==> src/rtl/serial_frame_deser_pkg.sv <==
// rtl/serial_frame_deser_pkg.sv - shared state encodings and line levels for the serial frame deserializer
// Purpose: FSM state type and the fixed line levels of the frame format.
// Ports: none (package).
package serial_frame_deser_pkg;

    typedef enum logic [1:0] {
        S_IDLE   = 2'd0,
        S_SHIFT  = 2'd1,
        S_PARITY = 2'd2,
        S_STOP   = 2'd3
    } state_e;

    localparam logic START_LVL = 1'b1;
    localparam logic STOP_LVL  = 1'b0;
    localparam logic IDLE_LVL  = 1'b0;

    // Odd number of ones across data and parity bit means the even-parity check failed.
    function automatic logic parity_fail(input logic [15:0] data, input logic pbit);
        return ^{data, pbit};
    endfunction

endpackage

==> src/rtl/serial_frame_deser_if.sv <==
// rtl/serial_frame_deser_if.sv - serial input, sample enable and word handshake bundle
// Purpose: groups the serial line, enable and received-word handshake signals.
// Ports (signals): SIN, EN, DACK (toward deserializer); DOUT, DVALID, PERR, FERR, OVERRUN (from it).
// Modports: master = stimulus/consumer side, slave = deserializer side.
interface serial_frame_deser_if #(
    parameter int WIDTH = 8
);
    logic             SIN;
    logic             EN;
    logic             DACK;
    logic [WIDTH-1:0] DOUT;
    logic             DVALID;
    logic             PERR;
    logic             FERR;
    logic             OVERRUN;

    modport master (
        output SIN, EN, DACK,
        input  DOUT, DVALID, PERR, FERR, OVERRUN
    );

    modport slave (
        input  SIN, EN, DACK,
        output DOUT, DVALID, PERR, FERR, OVERRUN
    );
endinterface

==> src/rtl/serial_frame_deser_bit_counter.sv <==
// rtl/serial_frame_deser_bit_counter.sv - modulo-WIDTH data bit counter with terminal count
// Purpose: counts received data bits; clear has priority over enable.
// Ports: clk_i, rst_ni (async active-low), clr_i, en_i, tc_o (count == WIDTH-1).
module serial_frame_deser_bit_counter #(
    parameter int WIDTH = 8
) (
    input  logic clk_i,
    input  logic rst_ni,
    input  logic clr_i,
    input  logic en_i,
    output logic tc_o
);
    localparam int CW = (WIDTH > 2) ? $clog2(WIDTH) : 1;
    localparam logic [CW-1:0] LAST = CW'(WIDTH - 1);

    logic [CW-1:0] cnt_q, cnt_d;

    always_comb begin
        cnt_d = cnt_q;
        if (clr_i) begin
            cnt_d = '0;
        end else if (en_i) begin
            cnt_d = (cnt_q == LAST) ? '0 : cnt_q + 1'b1;
        end
    end

    always_ff @(posedge clk_i or negedge rst_ni) begin
        if (!rst_ni) begin
            cnt_q <= '0;
        end else begin
            cnt_q <= cnt_d;
        end
    end

    assign tc_o = (cnt_q == LAST);
endmodule

==> src/rtl/serial_frame_deser.sv <==
// rtl/serial_frame_deser.sv - deserializes start/data/parity/stop frames into words with a valid/ack handshake
// Purpose: frame FSM, shift register and output/handshake registers.
// Ports: CLK, RESET (async active-low), bus (slave modport: SIN, EN, DACK in;
//        DOUT, DVALID, PERR, FERR, OVERRUN out).
module serial_frame_deser
    import serial_frame_deser_pkg::*;
#(
    parameter int WIDTH = 8
) (
    input  logic                CLK,
    input  logic                RESET,
    serial_frame_deser_if.slave bus
);
    state_e           state_q, state_d;
    logic [WIDTH-1:0] shreg_q, shreg_d;
    logic             pbit_q, pbit_d;
    logic [WIDTH-1:0] dout_q, dout_d;
    logic             dvalid_q, dvalid_d;
    logic             perr_q, perr_d;
    logic             ferr_q, ferr_d;
    logic             overrun_q, overrun_d;
    logic             frame_good;
    logic             cnt_clr;
    logic             cnt_en;
    logic             cnt_tc;

    assign cnt_clr = bus.EN && (state_q == S_IDLE) && (bus.SIN == START_LVL);
    assign cnt_en  = bus.EN && (state_q == S_SHIFT);

    serial_frame_deser_bit_counter #(.WIDTH(WIDTH)) u_bit_counter (
        .clk_i  (CLK),
        .rst_ni (RESET),
        .clr_i  (cnt_clr),
        .en_i   (cnt_en),
        .tc_o   (cnt_tc)
    );

    always_comb begin
        state_d    = state_q;
        shreg_d    = shreg_q;
        pbit_d     = pbit_q;
        dout_d     = dout_q;
        dvalid_d   = dvalid_q;
        perr_d     = perr_q;
        ferr_d     = 1'b0;
        overrun_d  = overrun_q;
        frame_good = 1'b0;

        if (bus.EN) begin
            case (state_q)
                S_IDLE: begin
                    if (bus.SIN == START_LVL) state_d = S_SHIFT;
                end
                S_SHIFT: begin
                    // LSB arrives first, so bits enter at the top and walk down.
                    shreg_d = {bus.SIN, shreg_q[WIDTH-1:1]};
                    if (cnt_tc) state_d = S_PARITY;
                end
                S_PARITY: begin
                    pbit_d  = bus.SIN;
                    state_d = S_STOP;
                end
                S_STOP: begin
                    // A bad stop bit is not reused as a start bit.
                    state_d = S_IDLE;
                    if (bus.SIN == STOP_LVL) frame_good = 1'b1;
                    else                     ferr_d     = 1'b1;
                end
                default: state_d = S_IDLE;
            endcase
        end

        // An ack in the same cycle frees the output register for the new word;
        // that ack also consumes any pending overrun indication.
        if (frame_good && (!dvalid_q || bus.DACK)) begin
            dout_d    = shreg_q;
            perr_d    = parity_fail(16'(shreg_q), pbit_q);
            dvalid_d  = 1'b1;
            overrun_d = 1'b0;
        end else if (frame_good) begin
            overrun_d = 1'b1;
        end else if (bus.DACK && dvalid_q) begin
            dvalid_d  = 1'b0;
            overrun_d = 1'b0;
        end
    end

    always_ff @(posedge CLK or negedge RESET) begin
        if (!RESET) begin
            state_q   <= S_IDLE;
            shreg_q   <= '0;
            pbit_q    <= 1'b0;
            dout_q    <= '0;
            dvalid_q  <= 1'b0;
            perr_q    <= 1'b0;
            ferr_q    <= 1'b0;
            overrun_q <= 1'b0;
        end else begin
            state_q   <= state_d;
            shreg_q   <= shreg_d;
            pbit_q    <= pbit_d;
            dout_q    <= dout_d;
            dvalid_q  <= dvalid_d;
            perr_q    <= perr_d;
            ferr_q    <= ferr_d;
            overrun_q <= overrun_d;
        end
    end

    assign bus.DOUT    = dout_q;
    assign bus.DVALID  = dvalid_q;
    assign bus.PERR    = perr_q;
    assign bus.FERR    = ferr_q;
    assign bus.OVERRUN = overrun_q;
endmodule

==> src/flat_wrapper.sv <==
// flat-port wrapper written by rule: the top's interface ports become plain ports
module serial_frame_deser_flat import serial_frame_deser_pkg::*;
#(
    parameter int WIDTH = 8
)
  (CLK, RESET, bus_SIN, bus_EN, bus_DACK, bus_DOUT, bus_DVALID, bus_PERR, bus_FERR, bus_OVERRUN);
  serial_frame_deser_if #(.WIDTH(WIDTH)) bus_i ();
  input  logic CLK;
  input  logic RESET;
  input wire logic [$bits(bus_i.SIN)-1:0] bus_SIN;
  input wire logic [$bits(bus_i.EN)-1:0] bus_EN;
  input wire logic [$bits(bus_i.DACK)-1:0] bus_DACK;
  output wire logic [$bits(bus_i.DOUT)-1:0] bus_DOUT;
  output wire logic [$bits(bus_i.DVALID)-1:0] bus_DVALID;
  output wire logic [$bits(bus_i.PERR)-1:0] bus_PERR;
  output wire logic [$bits(bus_i.FERR)-1:0] bus_FERR;
  output wire logic [$bits(bus_i.OVERRUN)-1:0] bus_OVERRUN;
  assign bus_i.SIN = bus_SIN;
  assign bus_i.EN = bus_EN;
  assign bus_i.DACK = bus_DACK;
  assign bus_DOUT = bus_i.DOUT;
  assign bus_DVALID = bus_i.DVALID;
  assign bus_PERR = bus_i.PERR;
  assign bus_FERR = bus_i.FERR;
  assign bus_OVERRUN = bus_i.OVERRUN;
  serial_frame_deser #(.WIDTH(WIDTH)) u_core (.CLK(CLK), .RESET(RESET), .bus(bus_i));
endmodule
==> config.mk <==
export PLATFORM = sky130hd
export DESIGN_NAME = serial_frame_deser_flat
export DESIGN_NICKNAME = d
export VERILOG_FILES = /design/src/rtl/serial_frame_deser_pkg.sv /design/src/rtl/serial_frame_deser_if.sv /design/src/rtl/serial_frame_deser_bit_counter.sv /design/src/rtl/serial_frame_deser.sv /design/src/flat_wrapper.sv
export SDC_FILE = /design/constraint.sdc
export NUM_CORES = 1
export LEC_CHECK = 0
export CORE_MARGIN = 1
export CORE_UTILIZATION = 41
export DETAILED_ROUTE_END_ITERATION = 6
export PLACE_DENSITY = 0.65
export RECOVER_POWER = 25
export SETUP_SLACK_MARGIN = 0.2
export SKIP_CTS_REPAIR_TIMING = 1
export SYNTH_ARGS = -nofsm -noshare
export SYNTH_HDL_FRONTEND = slang
export SYNTH_HIERARCHICAL = 1
export SYNTH_SLANG_ARGS = --single-unit
==> constraint.sdc <==
create_clock -name CLK -period 1.5 [get_ports CLK]
set_clock_uncertainty 0.05 [all_clocks]
set_input_delay 0.375 -clock CLK [delete_from_list [all_inputs] [get_ports CLK]]
set_output_delay 0.375 -clock CLK [all_outputs]
set_load 0.05 [all_outputs]
==> out/results.txt <==
status = finished with violations
failing checks = negative setup slack
worst reg2reg endpoint = u_core/bus.PERR$_DFFE_PN0P_
Clk Latency, worst-skew pair = 0.33 ns
NumNets Final = 139
clock-pin slew on the worst setup and hold paths = 0.16 ns
proportion of layout cells with a drive suffix above 1 = 0.567
WHS = 0.475 ns
slowest CP cell = xnor3_2
Site Rows = 19
post-route ant nets = 0
top cell type by total area after synthesis = dfrtp_1
RD Place Congestion = 0.709
Switch Pwr = 1580 uW
Hold Path Sink = u_core/pbit_q$_DFFE_PN0P_
min-delay src = u_core/pbit_q$_DFFE_PN0P_
Syn. warnings = 6
Syn Nets = 98
most used cell, CP = xnor2_1
Synth Register Bits = 26
drt drc = 0
first-pass GRT wire length = 3690 um
largest net degree at the start of global routing = 27
area delta synth->final = 62.5%
crit path max fanout = 2
Root Buffer = clkbuf_4
Final Max Slew Viols = 0
leak pwr = 0.000895 uW
Hold Crit Depth = 2
worst-case clock buffer depth = 2
Reg2Reg Depth = 4
Mapped Area = 0.00117 mm2
Total Power = 4310 uW
worst slew pin tran = 0.642 ns
Sw Share = 0.366
Hold Violations, Final = 0
Period Utilization, post-route = 1.08
slew margin rel. = 0.572
Hold Path Class = register to register
CTS buffer count = 3
f_max = 620 MHz
Sequential Power Share = 0.306
HPWL after DPL = 1570 um
initial antenna violation count = 0
final worst path period need = 1.61 ns
Netlist cell types = 20
Die ar. = 0.00307 mm2
Worst setup SP type = register
Seq/Total Area, Yosys = 0.556
maximum VDD drop = 1.63 mV
CP max stage delay = 0.45 ns
Power Internal = 2730 uW
Die Wd = 55.4 um
Yosys top cell area share = 0.556
RSZ-0062 raised after global routing = true
GR Util All Layers = 0.152
clock network power share = 0.113
Post-Place Setup Slack = -0.311 ns
TritonRoute pass-1 iters = 3
WP data required = 1.69 ns
Reg2Reg Setup Slack = -0.11 ns
CTS tree = yes
H-tree depth = 1
Critical Path AT = 1.80 ns
Die H = 55.4 um
crit path from = u_core/shreg_q[1]$_DFFE_PN0P_
via count of the routed design = 797
Crit path max-delay family = XOR/XNOR gates
Power Density = 2260 mW/mm2
Area after DPL = 0.00167 mm2
port bufs = 16
Final TNS setup = -0.146 ns
critical path class = register to register
CORE AREA = 0.00273 mm2
Max Cap Violations = 0
vias in the first global route = 825
final instance area = 0.00190 mm2
total grt overflow = 0
# diodes = 0
Synth Instances = 87
Worst Setup End Kind = register
DRT Wirelength = 2310 um
most frequent cells in the layout = 25 x dfrtp_1, 14 x buf_12, 11 x buf_4, 10 x mux2_4, 7 x mux2_2
top cells by area, synth = dfrtp_1 56%, mux2_2 15%, ha_1 6.4%
Worst Slack Setup Final = -0.114 ns
vias per cell = 5.04
Avg WL per Cell = 14.6 um
CTS sink cnt = 26
WP buf/inv = 0
initial core utilization = 0.428
worst r2r src = u_core/shreg_q[1]$_DFFE_PN0P_
Mean Syn Cell Area = 13.5 um2
final setup fails = 2
CP cell instances = xnor2_1, xnor3_2, xnor2_1, mux2_4
most common cell after layout, fill and taps aside = dfrtp_1
Gate power share = 0.581
Iter 0 DRT Violations = 10
count of boundary I/O pins = 17
[synth_stat cells]
library cell and number:
a21oi_2 2, inv_1 7, nand2b_1 2, a21oi_1 3, mux2_2 16, xor2_1 1, mux2i_1 2, or3b_1 1
o21ai_0 4, xnor3_2 1, and3_1 2, xnor2_1 5, nand3b_1 1, nor2_1 1, mux2_4 1, ha_1 6
nand2_1 4, dfrtp_1 26, nand3_1 1, o32a_1 1
[worst max path at each step]
stage,endpoint,slack (ns),depth (start not counted)
2_1_floorplan,u_core/bus.PERR$_DFFE_PN0P_,0.001,4
3_3_place_gp,u_core/bus.DOUT[2]$_DFFE_PN0P_,-0.28,6
3_5_place_dp,u_core/bus.DOUT[5]$_DFFE_PN0P_,-0.31,6
4_1_cts,u_core/bus.PERR$_DFFE_PN0P_,-0.08,4
5_1_grt,u_core/bus.PERR$_DFFE_PN0P_,-0.15,4
6_report,u_core/bus.PERR$_DFFE_PN0P_,-0.11,4
[tightest hold or removal path, cell delays in order (launching register included)]
cell     delay [ns]
dfrtp_1        0.40
nand2_1        0.05
o21ai_0        0.05
[flip-flops by register name, indices dropped and copies added, names as in the netlist]
name,count
u_core/bus.DVALID,1
u_core/bus.PERR,1
u_core/bus.DOUT,8
u_core/shreg_q,8
u_core/state_q,2
u_core/bus.OVERRUN,1
u_core/u_bit_counter/cnt_q,3
u_core/bus.FERR,1
u_core/pbit_q,1
[area by class of cell]
| type | count | area, um2 |
|---|---|---|
| Clock buffer | 3 | 22.5 |
| Clock inverter | 1 | 30.0 |
| Fill cell | 188 | 831 |
| Inverter | 7 | 31.3 |
| Multi-Input combinational cell | 54 | 639 |
| Sequential cell | 26 | 652 |
| Tap cell | 31 | 38.8 |
| Timing Repair Buffer | 36 | 489 |
[cell families after synthesis]
logic type               after synthesis  synth area share
flip-flops                            26             0.556
XOR/XNOR                               7            0.0652
buffers and inverters                  7            0.0224
AO/OA/AOI/OAI                         10            0.0534
adder cells (fa/ha/maj)                6            0.0641
multiplexers                          19             0.184
AND/OR/NAND/NOR                       12            0.0555
[power groups by stage]
stage	Sequential (uW)	Clock [uW]	Combinational, uW
6_report	1320	489	2500
3_5_place_dp	1300	0	2170
2_1_floorplan	1610	0	903
3_3_place_gp	1280	0	2100
4_1_cts	1280	502	2170
5_1_grt	1360	521	2670
[per-layer routing]
metal,global-route usage,wire length (um),vias to the layer above,part of all wire
met3,0.0234,48,4,0.021
met5,0,0,-,0
met4,0.0536,34,0,0.015
met1,0.186,1020,402,0.44
met2,0.272,1200,11,0.52
li1,-,-,380,-
[metrics by stage]
stage | util | instances
2_1_floorplan | - | 87
6_report | 0.696 | 158
5_1_grt | 0.696 | 158
3_5_place_dp | 0.612 | 147
4_1_cts | 0.631 | 151
3_3_place_gp | 0.612 | 147
No activity file was read; power rests on OpenSTA's default activity.
